## config.mk

```make
export PLATFORM = sky130hd
export DESIGN_NAME = if_fetch
export DESIGN_NICKNAME = d
export VERILOG_FILES = /design/src/rtl/if_fetch.sv
export SDC_FILE = /design/constraint.sdc
export NUM_CORES = 1
export LEC_CHECK = 0
export BUFFER_PORTS_ARGS = -buffer_cell sky130_fd_sc_hd__buf_4
export CAP_MARGIN = 20
export CORE_ASPECT_RATIO = 1.2
export CORE_MARGIN = 5
export CORE_UTILIZATION = 56
export CTS_CLUSTER_DIAMETER = 100
export DETAILED_ROUTE_END_ITERATION = 8
export GPL_TIMING_DRIVEN = 1
export PLACE_DENSITY = 0.8
export SETUP_SLACK_MARGIN = 0.5
export SYNTH_ARGS = -nofsm -noshare
export SYNTH_HDL_FRONTEND = slang
export SYNTH_SLANG_ARGS = --single-unit
```

## constraint.sdc

```tcl
create_clock -name clk -period 3.1 [get_ports clk]
set_clock_uncertainty 0.1 [all_clocks]
set_input_delay 0.31 -clock clk [delete_from_list [all_inputs] [get_ports clk]]
set_output_delay 0.31 -clock clk [all_outputs]
set_load 0.005 [all_outputs]
```

## src/rtl/if_fetch.sv

```systemverilog
// Instruction-fetch stage: owns the PC, keeps at most one fetch in flight, buffers returned
// words in a 2-entry {pc, inst} queue and presents one instruction per cycle to decode.
module if_fetch #(
  parameter logic [31:0] RESET_PC  = 32'h0000_0000,
  parameter int unsigned BUF_DEPTH = 2
) (
  input  logic        clk,
  input  logic        rst,
  input  logic        stall_i,
  input  logic        redirect_i,
  input  logic [31:0] redirect_pc_i,
  output logic        imem_req_o,
  output logic [31:0] imem_addr_o,
  input  logic        imem_ready_i,
  input  logic        imem_rvalid_i,
  input  logic [31:0] imem_rdata_i,
  output logic [31:0] pc_o,
  output logic [31:0] inst_o,
  output logic        inst_valid_o
);

  typedef enum logic [1:0] {
    StReq,
    StWait,
    StDrop
  } state_e;

  state_e      state_q, state_d;
  logic [31:0] fetch_pc_q, fetch_pc_d;
  logic [31:0] req_pc_q, req_pc_d;
  logic        outstanding_q, outstanding_d;

  logic [1:0]  count_q, count_d;
  logic [31:0] q_pc_q   [BUF_DEPTH];
  logic [31:0] q_pc_d   [BUF_DEPTH];
  logic [31:0] q_inst_q [BUF_DEPTH];
  logic [31:0] q_inst_d [BUF_DEPTH];

  logic [31:0] pc_q, pc_d;
  logic [31:0] inst_q, inst_d;
  logic        valid_q, valid_d;

  logic        credit_ok;
  logic        accept;
  logic        push;
  logic        pop;
  logic        wr_sel;

  // Request only while queued plus in-flight words leave room in the buffer.
  always_comb begin
    credit_ok   = ({1'b0, count_q} + {2'b00, outstanding_q}) < 3'(BUF_DEPTH);
    imem_req_o  = rst && (state_q == StReq) && credit_ok && !redirect_i;
    imem_addr_o = fetch_pc_q;
    accept      = imem_req_o && imem_ready_i;
    push        = (state_q == StWait) && imem_rvalid_i && !redirect_i;
    pop         = !redirect_i && !stall_i && (count_q != 2'd0);
    wr_sel      = pop ? 1'b0 : count_q[0];
  end

  // Fetch FSM and program counter.
  always_comb begin
    state_d       = state_q;
    fetch_pc_d    = fetch_pc_q;
    req_pc_d      = req_pc_q;
    outstanding_d = outstanding_q;

    unique case (state_q)
      StReq: begin
        if (accept) begin
          state_d       = StWait;
          fetch_pc_d    = fetch_pc_q + 32'd4;
          req_pc_d      = fetch_pc_q;
          outstanding_d = 1'b1;
        end
      end
      StWait: begin
        if (imem_rvalid_i) begin
          state_d       = StReq;
          outstanding_d = 1'b0;
        end else if (redirect_i) begin
          state_d = StDrop;
        end
      end
      StDrop: begin
        if (imem_rvalid_i) begin
          state_d       = StReq;
          outstanding_d = 1'b0;
        end
      end
      default: begin
        state_d       = StReq;
        outstanding_d = 1'b0;
      end
    endcase

    if (redirect_i) begin
      fetch_pc_d = redirect_pc_i & 32'hFFFF_FFFC;
    end
  end

  // Fetch queue: entry 0 is the head; a pop shifts entry 1 down.
  always_comb begin
    count_d  = count_q;
    q_pc_d   = q_pc_q;
    q_inst_d = q_inst_q;

    if (redirect_i) begin
      count_d = 2'd0;
    end else begin
      if (pop) begin
        q_pc_d[0]   = q_pc_q[1];
        q_inst_d[0] = q_inst_q[1];
      end
      if (push) begin
        q_pc_d[wr_sel]   = req_pc_q;
        q_inst_d[wr_sel] = imem_rdata_i;
      end
      case ({push, pop})
        2'b10:   count_d = count_q + 2'd1;
        2'b01:   count_d = count_q - 2'd1;
        default: count_d = count_q;
      endcase
    end
  end

  // Output stage toward decode; pc_o holds across bubbles and flushes.
  always_comb begin
    pc_d    = pc_q;
    inst_d  = inst_q;
    valid_d = valid_q;

    if (redirect_i) begin
      inst_d  = 32'h0;
      valid_d = 1'b0;
    end else if (!stall_i) begin
      if (count_q != 2'd0) begin
        pc_d    = q_pc_q[0];
        inst_d  = q_inst_q[0];
        valid_d = 1'b1;
      end else begin
        inst_d  = 32'h0;
        valid_d = 1'b0;
      end
    end
  end

  always_ff @(posedge clk) begin
    if (!rst) begin
      state_q       <= StReq;
      fetch_pc_q    <= RESET_PC;
      req_pc_q      <= 32'h0;
      outstanding_q <= 1'b0;
      count_q       <= 2'd0;
      for (int i = 0; i < BUF_DEPTH; i++) begin
        q_pc_q[i]   <= 32'h0;
        q_inst_q[i] <= 32'h0;
      end
      pc_q          <= 32'h0;
      inst_q        <= 32'h0;
      valid_q       <= 1'b0;
    end else begin
      state_q       <= state_d;
      fetch_pc_q    <= fetch_pc_d;
      req_pc_q      <= req_pc_d;
      outstanding_q <= outstanding_d;
      count_q       <= count_d;
      q_pc_q        <= q_pc_d;
      q_inst_q      <= q_inst_d;
      pc_q          <= pc_d;
      inst_q        <= inst_d;
      valid_q       <= valid_d;
    end
  end

  assign pc_o         = pc_q;
  assign inst_o       = inst_q;
  assign inst_valid_o = valid_q;

endmodule

```

### Word level (Yosys, flattened, before mapping)

Index checks and enable logic that the tools add are counted.

* register bits after elaboration: 262
* output and inout port bits: 98
* word-level logic and storage cells: 81

* multiplexer cells: 25
* eq/ne operators: 8
* bitwise logic cells: 4
* add/subtract/negate cells: 4
* reductions and logical operators: 24
* magnitude comparators: 3

Operators by type and width (number)
* 32-bit 2-to-1 mux: 9
* 64-bit bitwise mux: 2
* 64-bit 2-to-1 mux: 2
* 32-bit by 3-bit adder with 32-bit output, second input constant: 1
* 32-bit demux with 1-bit select: 1
* 1-bit logical AND: 9
* 2-bit 2-to-1 mux: 4
* 2-bit AND reduction: 4
* 2-bit nonzero test: 4
* 2-bit case mux with 3 select lines: 1
* 3-bit AND reduction: 2
* 2-bit by 1-bit equality test with 1-bit output, second input constant: 2
* 2-bit equality test, second input constant: 2
* 1-bit 2-to-1 mux: 4
* 2-bit inequality test, second input constant: 2
* 2-bit case mux with 2 select lines: 1
* 2-bit OR reduction: 2
* 2-bit by 1-bit adder with 3-bit output: 1
* 3-bit by 2-bit less-than comparator with 1-bit output, second input constant: 1
* 3-bit inequality test, second input constant: 1
* 1-bit NOT: 3
* 2-bit by 1-bit adder with 2-bit output, second input constant: 1
* 2-bit >= comparator, second input constant: 1
* 1-bit zero test: 2
* other kinds (6): 6

### Depth between registers and ports, before layout

Gate-level depths: netlist of run 1.

* depth after elaboration: 11
* depth in mapped cells: 10
* mapped depth without buffers: 8

### Worst setup path before layout of run 1

OpenSTA, ideal clock, no wires.

* path type: in2reg
* start point: input port stall_i
* end point: register count_q[1]
* setup slack: 849 ps
* required time: 2929 ps
* cell stages on the path: 9
* arrival time: 2080 ps
* cells stage by stage: buf_2 o21ba_2 buf_2 nand2_2 inv_2 clkbuf_1 ha_1 or3_1 a21oi_1

* longest elaborated chain between the ends: 5
* elaborated cells between the ends (all ways): 7
* those cells by class: eq/ne (2); mux (1); reduce/logical (4)

Ends and longest elaborated chain
* start: declaration: line 9 `input logic stall_i,`
* 1-bit zero test (*)
* 1-bit logical AND (*) (2 in series): line 56 `pop = !redirect_i && !stall_i && (count_q != 2'd0);`
* net pop: line 46 `logic pop;`
* 2-bit by 1-bit equality test with 1-bit output / 2-bit equality test (equally long branches): line 118 `case ({push, pop})`
* 2-bit case mux with 2 select lines / 2-bit nonzero test (equally long branches)
* end signal: assignment: line 166 `count_q <= count_d;`
* end: declaration: line 33 `logic [1:0] count_q, count_d;`

Mark *: on every way through the listed nets, which the timed path passes. The rest lies on a longest branch.
A chain may end at the register's enable or synchronous reset.

### Worst setup path after layout of run 1

* start point: register fetch_pc_q[2] (netlist: imem_addr_o[2])
* end point: register fetch_pc_q[30] (netlist: imem_addr_o[30])

* longest elaborated chain between the ends: 4

Ends and longest elaborated chain
* start: declaration: line 29 `logic [31:0] fetch_pc_q, fetch_pc_d;`
* start signal: assignment: line 163 `fetch_pc_q <= fetch_pc_d;`
* 32-bit by 3-bit adder with 32-bit output: line 71 `fetch_pc_d = fetch_pc_q + 32'd4;`
* 32-bit 2-to-1 mux: line 69 `if (accept) begin`
* 32-bit 2-to-1 mux: line 67 `unique case (state_q)`
* 32-bit 2-to-1 mux: line 96 `if (redirect_i) begin`

Every way passes these cells. The select of a mux whose other input is x is not followed.

==> flow_metrics.env, run 1 <==
export IMPL_syn_area_sq_um=9910
export IMPL_setup_tns_ps=0
export IMPL_cts_sinks=258
export IMPL_critPathMaxFanout=7
export IMPL_worst_slack_ps=733
export IMPL_cp_start_kind="register"
export IMPL_totalWireLength_mm=27.7
export IMPL_synthAdderAreaFrac_pct=0.631
export IMPL_rows=53
export IMPL_yosys_area_top_type="dfxtp_1"
export IMPL_synth_edf_count=0
export IMPL_synth_compound_area_share_pct=19.3
export IMPL_post_dp_hpwl_mm=16.5
export IMPL_grt_start_max_net_pins=106
export IMPL_final_cell_mix="nand2_1 (283), dfxtp_1 (258), buf_4 (178)"
export IMPL_cts_root_buf="clkbuf_16"
export IMPL_numCtsBuffers=25
export IMPL_post_place_ws_ps=297
export IMPL_ys_ff_latch=258
export IMPL_wl_per_cell_um=17.2
export IMPL_p_leak_uw=0.00474
export IMPL_die_area_sq_um=20500
export IMPL_cts_tree="yes"
export IMPL_fin_crit_sh_pct=76.4
export IMPL_hold_violations=0
export IMPL_gp_congestion=0.816
export IMPL_ff2ff_path_depth=6
export IMPL_cp_required_ps=3390
export IMPL_clk_latency_ps=510
export IMPL_powerDensity_nw_per_um2=577
export IMPL_rr_startpoint="imem_addr_o[2]"
export IMPL_synth_simple_area_share_pct=21.6
export IMPL_utilization_pct=73.1
export IMPL_async_flop_share_pct=0
export IMPL_route_detailed_drc=0
export IMPL_first_iter_violations=724
export IMPL_syn_avg_cell_area_sq_um=8.20
export IMPL_die_height_um=156
export IMPL_core_sq_um=17400
export IMPL_crit_type="register to register"
export IMPL_rsz0062_at_grt="no"
export IMPL_synth_top_area_share_pct=52.1
export IMPL_post_route_min_period_ps=2370
export IMPL_hold_path_startpoint="redirect_pc_i[25]"
export IMPL_clkSlewWorstSetupHoldPaths_ps=60
export IMPL_r2r_slack_ps=730
export IMPL_muxShareOfSynthArea_pct=0.758
export IMPL_dr_pass1_iters=5
export IMPL_h_tree_depth=1
export IMPL_max_cap_violations=0
export IMPL_tightest_slew_ps=805
export IMPL_port_buffers=163
export IMPL_via_per_inst=5.82
export IMPL_postCtsSetupBuffers=0
export IMPL_overflow=0
export IMPL_nets=1449
export IMPL_area_growth_pct=28.8
export IMPL_globalRouteTotalUtil_pct=25.7
export IMPL_hold_class="primary input to register"
export IMPL_setup_violations_final=0
export IMPL_yosysWarnings=0
export IMPL_ios=168
export IMPL_ys_flop_type="dfxtp_1"
export IMPL_status="finished clean"
export IMPL_yosysSeqAreaShare_pct=52.1
export IMPL_layout_commonest_cell="nand2_1"
export IMPL_num_antenna_cells=0
export IMPL_ant_nets=0
export IMPL_grt_pass1_vias=8977
export IMPL_grt_pass1_wl_mm=44.6
export IMPL_end_kind="register"
export IMPL_hold_end="imem_addr_o[25]"
export IMPL_worstPathArrival_ps=2650
export IMPL_hold_depth=3
export IMPL_initial_core_util_pct=56.8
export IMPL_cts_buffer_depth=3
export IMPL_synth_top_family_by_area="simple AND/OR/NAND/NOR gates"
export IMPL_clock_fmax_ghz=0.422
export IMPL_drv_slew=0
export IMPL_relSlewSlack_pct=46.2
export IMPL_r2r_end="imem_addr_o[30]"
export IMPL_route_vias_total=9381
export IMPL_die_w_um=131
export IMPL_synth_area_leaders="dfxtp_1 (52%), nand2_1 (11%), a21oi_1 (8.1%), nor2_1 (6.2%), o221ai_1 (5.5%)"
export IMPL_drive_above_1_share_pct=17.6
export IMPL_antenna_found_initial=0
export IMPL_synth_distinct_cells=57
export IMPL_peakVddDrop_uv=436
export IMPL_synthCells=1208
export IMPL_synth_xor_area_share_pct=1.15
## how the worst max path moves through the flow
stage,to,from,cells after the start,slack [ps]
3_3_place_gp,count_q[1],redirect_i,8,390
2_1_floorplan,count_q[1],stall_i,9,850
6_report,imem_addr_o[30],imem_addr_o[2],6,730
4_1_cts,imem_req_o,state_q[0],5,640
3_5_place_dp,count_q[1],redirect_i,8,300
5_1_grt,imem_addr_o[30],imem_addr_o[2],6,500
## what timing repair did
item,CTS,global route
gates resized for setup,0,1
setup endpoints to repair,0,1
hold buffers,51,0
endpoints found under the hold margin,51,0
## worst max-delay path, stage by stage (launching register included)
cell and delay (ps):
dfxtp_1 440, ha_1 250, nand4_1 260, or3_1 510
nor4_1 430, xnor2_1 160, o22ai_1 90
## final cells by class
class                   count  area [sq um]
clock buffers              34           699
inverters                  12          47.5
flip-flops and latches    258          5160
well taps                 220           275
repair buffers            235          1970
multi-input cells         842          4330
clock inverters            11           262
fillers                  1314          4680
## per-layer routing
| metal | routed length, um | track usage, % | vias to the layer above |
|---|---|---|---|
| met1 | 11100 | 31.4 | 4445 |
| met4 | 1150 | 11.5 | 0 |
| met5 | 0 | 0 | - |
| met2 | 13600 | 44.2 | 357 |
| li1 | - | - | 4494 |
| met3 | 1840 | 5.10 | 85 |
## stage by stage
stage	std cells	area (sq um)	total power, uW	hold WS, ps
after floorplan	1209	9910	3680	325
after global placement	1515	11300	3860	338
after detailed placement	1515	11300	3870	344
after CTS	1611	12700	7380	2.49
after global routing	1612	12800	7580	14.6
final	1612	12800	7360	17.6
## synth_stat cells (all sizes together), types with 10 or more instances
cell	n
nand2	286
dfxtp	258
nor2	164
a21oi	161
clkbuf	73
o221ai	62
a22oi	33
buf	24
o21ai	15
inv	11
nor4	10
## power breakdown
| group | internal, uW | switching (uW) |
|---|---|---|
| sequential | 3360 | 59.6 |
| combinational | 211 | 230 |
| clock | 2250 | 1250 |
## logic make-up after synthesis
kind of cell	Yosys count
buffers and inverters	109
AO/OA/AOI/OAI	302
AND/OR/NAND/NOR	513
multiplexers	7
other	1
flip-flops	258
adder cells (fa/ha/maj)	5
XOR/XNOR	13
(Power assumes the default switching activity.)
==> run 2: changes to the inputs <==
--- a/config.mk
+++ b/config.mk
@@ -9,11 +9,11 @@
 export CAP_MARGIN = 20
 export CORE_ASPECT_RATIO = 1.2
 export CORE_MARGIN = 5
-export CORE_UTILIZATION = 56
+export CORE_UTILIZATION = 50
 export CTS_CLUSTER_DIAMETER = 100
 export DETAILED_ROUTE_END_ITERATION = 8
 export GPL_TIMING_DRIVEN = 1
-export PLACE_DENSITY = 0.8
+export PLACE_DENSITY = 0.75
 export SETUP_SLACK_MARGIN = 0.5
 export SYNTH_ARGS = -nofsm -noshare
 export SYNTH_HDL_FRONTEND = slang
==> constraint.sdc (replaced) <==
create_clock -name clk -period 1.9 [get_ports clk]
set_clock_uncertainty 0.1 [all_clocks]
set_input_delay 0.19 -clock clk [delete_from_list [all_inputs] [get_ports clk]]
set_output_delay 0.19 -clock clk [all_outputs]
set_load 0.005 [all_outputs]
==> run 2 against run 1 <==
  * The run now ends with negative setup slack left
  * Clock-buffer cell count is 2 higher
  * Non-clock buffer count increased by 165
  * Flip-flop and latch count unchanged
  * Sequential share of layout area fell by 8.8 points
  * Fmax rose by 0.96%
  * Critical path type unchanged
==> flow_metrics.env, run 2 (synthesis results as in run 1) <==
export IMPL_grt_start_max_net_pins=78
export IMPL_grt_pass1_vias=10500
export IMPL_route_detailed_drc=0
export IMPL_numCtsBuffers=26
export IMPL_drv_slew=0
export IMPL_layout_commonest_cell="dfxtp_1"
export IMPL_crit_path_cell_trace="a21oi_4 -> nand4_1 -> buf_6 -> buf_12 -> buf_16 -> or4_1 -> a31oi_1"
export IMPL_cts_root_buf="clkbuf_16"
export IMPL_die_w_um=138
export IMPL_clock_fmax_ghz=0.427
export IMPL_max_cap_violations=0
export IMPL_path_buf_inv=3
export IMPL_die_area_sq_um=22700
export IMPL_critical_path_max_stage_delay_ps=530
export IMPL_port_buffers=163
export IMPL_initial_core_util_pct=50.7
export IMPL_tightest_slew_ps=678
export IMPL_wl_per_cell_um=23.7
export IMPL_crit_family="simple AND/OR/NAND/NOR gates"
export IMPL_setup_violations_final=171
export IMPL_antenna_found_initial=0
export IMPL_cp_required_ps=2240
export IMPL_critPathMaxFanout=21
export IMPL_post_dp_hpwl_mm=17.0
export IMPL_cp_start_kind="register"
export IMPL_die_height_um=164
export IMPL_clkSlewWorstSetupHoldPaths_ps=70
export IMPL_clk_latency_ps=550
export IMPL_route_vias_total=11200
export IMPL_fin_crit_sh_pct=123
export IMPL_grt_pass1_wl_mm=55.1
export IMPL_nets=1617
export IMPL_first_iter_violations=930
export IMPL_gp_congestion=0.790
export IMPL_violations="negative setup slack"
export IMPL_slowest_stage="or4_1"
export IMPL_hold_class="primary input to register"
export IMPL_rsz0062_at_grt="yes"
export IMPL_cts_tree="yes"
export IMPL_drive_above_1_share_pct=38.4
export IMPL_final_cell_mix="dfxtp_1 (239), nand2_1 (231), buf_4 (230)"
export IMPL_powerDensity_nw_per_um2=713
export IMPL_cts_buffer_depth=3
export IMPL_globalRouteTotalUtil_pct=29.5
export IMPL_hold_violations=0
export IMPL_utilization_pct=84.3
export IMPL_dr_pass1_iters=6
export IMPL_num_antenna_cells=0
export IMPL_peakVddDrop_uv=635
export IMPL_totalWireLength_mm=43.1
export IMPL_crit_type="register to register"
export IMPL_ant_nets=0
export IMPL_via_per_inst=6.16
export IMPL_overflow=0
export IMPL_p_leak_uw=0.00631
export IMPL_whs_ps=172
export IMPL_placed_cells=1599
export IMPL_layoutNonFillerInstCount=1817
export IMPL_h_tree_depth=1
export IMPL_end_kind="register"
export IMPL_relSlewSlack_pct=54.8
export IMPL_area_growth_pct=66.4
export IMPL_cts_sinks=258
export IMPL_core_sq_um=19500
export IMPL_status="complete, but fails checks"
export IMPL_ios=168
export IMPL_rows=56
export IMPL_post_route_min_period_ps=2340
export IMPL_worst_slack_ps=-444
export IMPL_worstPathArrival_ps=2690
==> run 2: cell count changes in the layout (fill, tap and decap cells not counted), sizes merged <==
cell,before,now
buf,184,323
clkbuf,34,49
dlygate4sd3,51,63
bufinv,8,0
clkinv,3,5
nand2,286,288
bufbuf,0,1
clkinvlp,0,1
==> run 2: path summary, 6_finish.rpt <==
path / to / slack [ps] / cells after the start / from
worst max-delay path: imem_addr_o[20] / -440 / 7 / outstanding_q
worst min register to register: pc_o[9] / 350 / 2 / q_pc_q[41]
worst max register to register: imem_addr_o[20] / -440 / 7 / outstanding_q
worst min-delay path: state_q[0] / 170 / 3 / rst
==> run 2: cell type report <==
cell class,instances,area (sq um)
inverter,12,60.1
timing repair buffer,400,4330
clock inverter,6,38.8
fill,935,3070
clock buffer,36,751
sequential,258,5220
multi-input combinational,844,5750
tap,261,327
==> run 2: stage by stage <==
step | total power [uW] | setup slack (ps) | cell area [sq um] | TNS (ps)
floorplan | 6080 | -12.3 | 10900 | -23.4
global placement | 6410 | -45.8 | 12300 | -85.6
detailed placement | 6430 | -68.0 | 12300 | -215
CTS | 11400 | -32.3 | 15400 | -300
global route | 12000 | -463 | 16500 | -24800
finish | 11800 | -444 | 16500 | -18430
==> run 2: timing repair <==
item	4_1_cts	5_1_grt
setup buffers	50	22
hold buffers	63	0
gates cloned	23	18
gates resized for setup	189	92
endpoints found under the setup margin	265	285
hold endpoints to repair	97	0
pin swaps	97	57
==> run 2: layer usage <==
layer	global-route usage, %	wire length, um	up-vias
met5	0	0	-
met4	13.0	3120	0
met3	5.71	3760	243
met2	52.5	21500	788
met1	34.7	14700	5311
li1	-	-	4856
==> run 2: worst min-delay path: cells and delay by family <==
| family | cells | cell delay, ps |
|---|---|---|
| AOI/OAI and AO/OA | 1 | 190 |
| buffers and inverters | 2 | 360 |
==> run 2: power by group <==
part           internal (uW)  total (uW)  switching (uW)
sequential              5480        5580            98.0
combinational            630        1260             628
clock                   2740        4920            2170
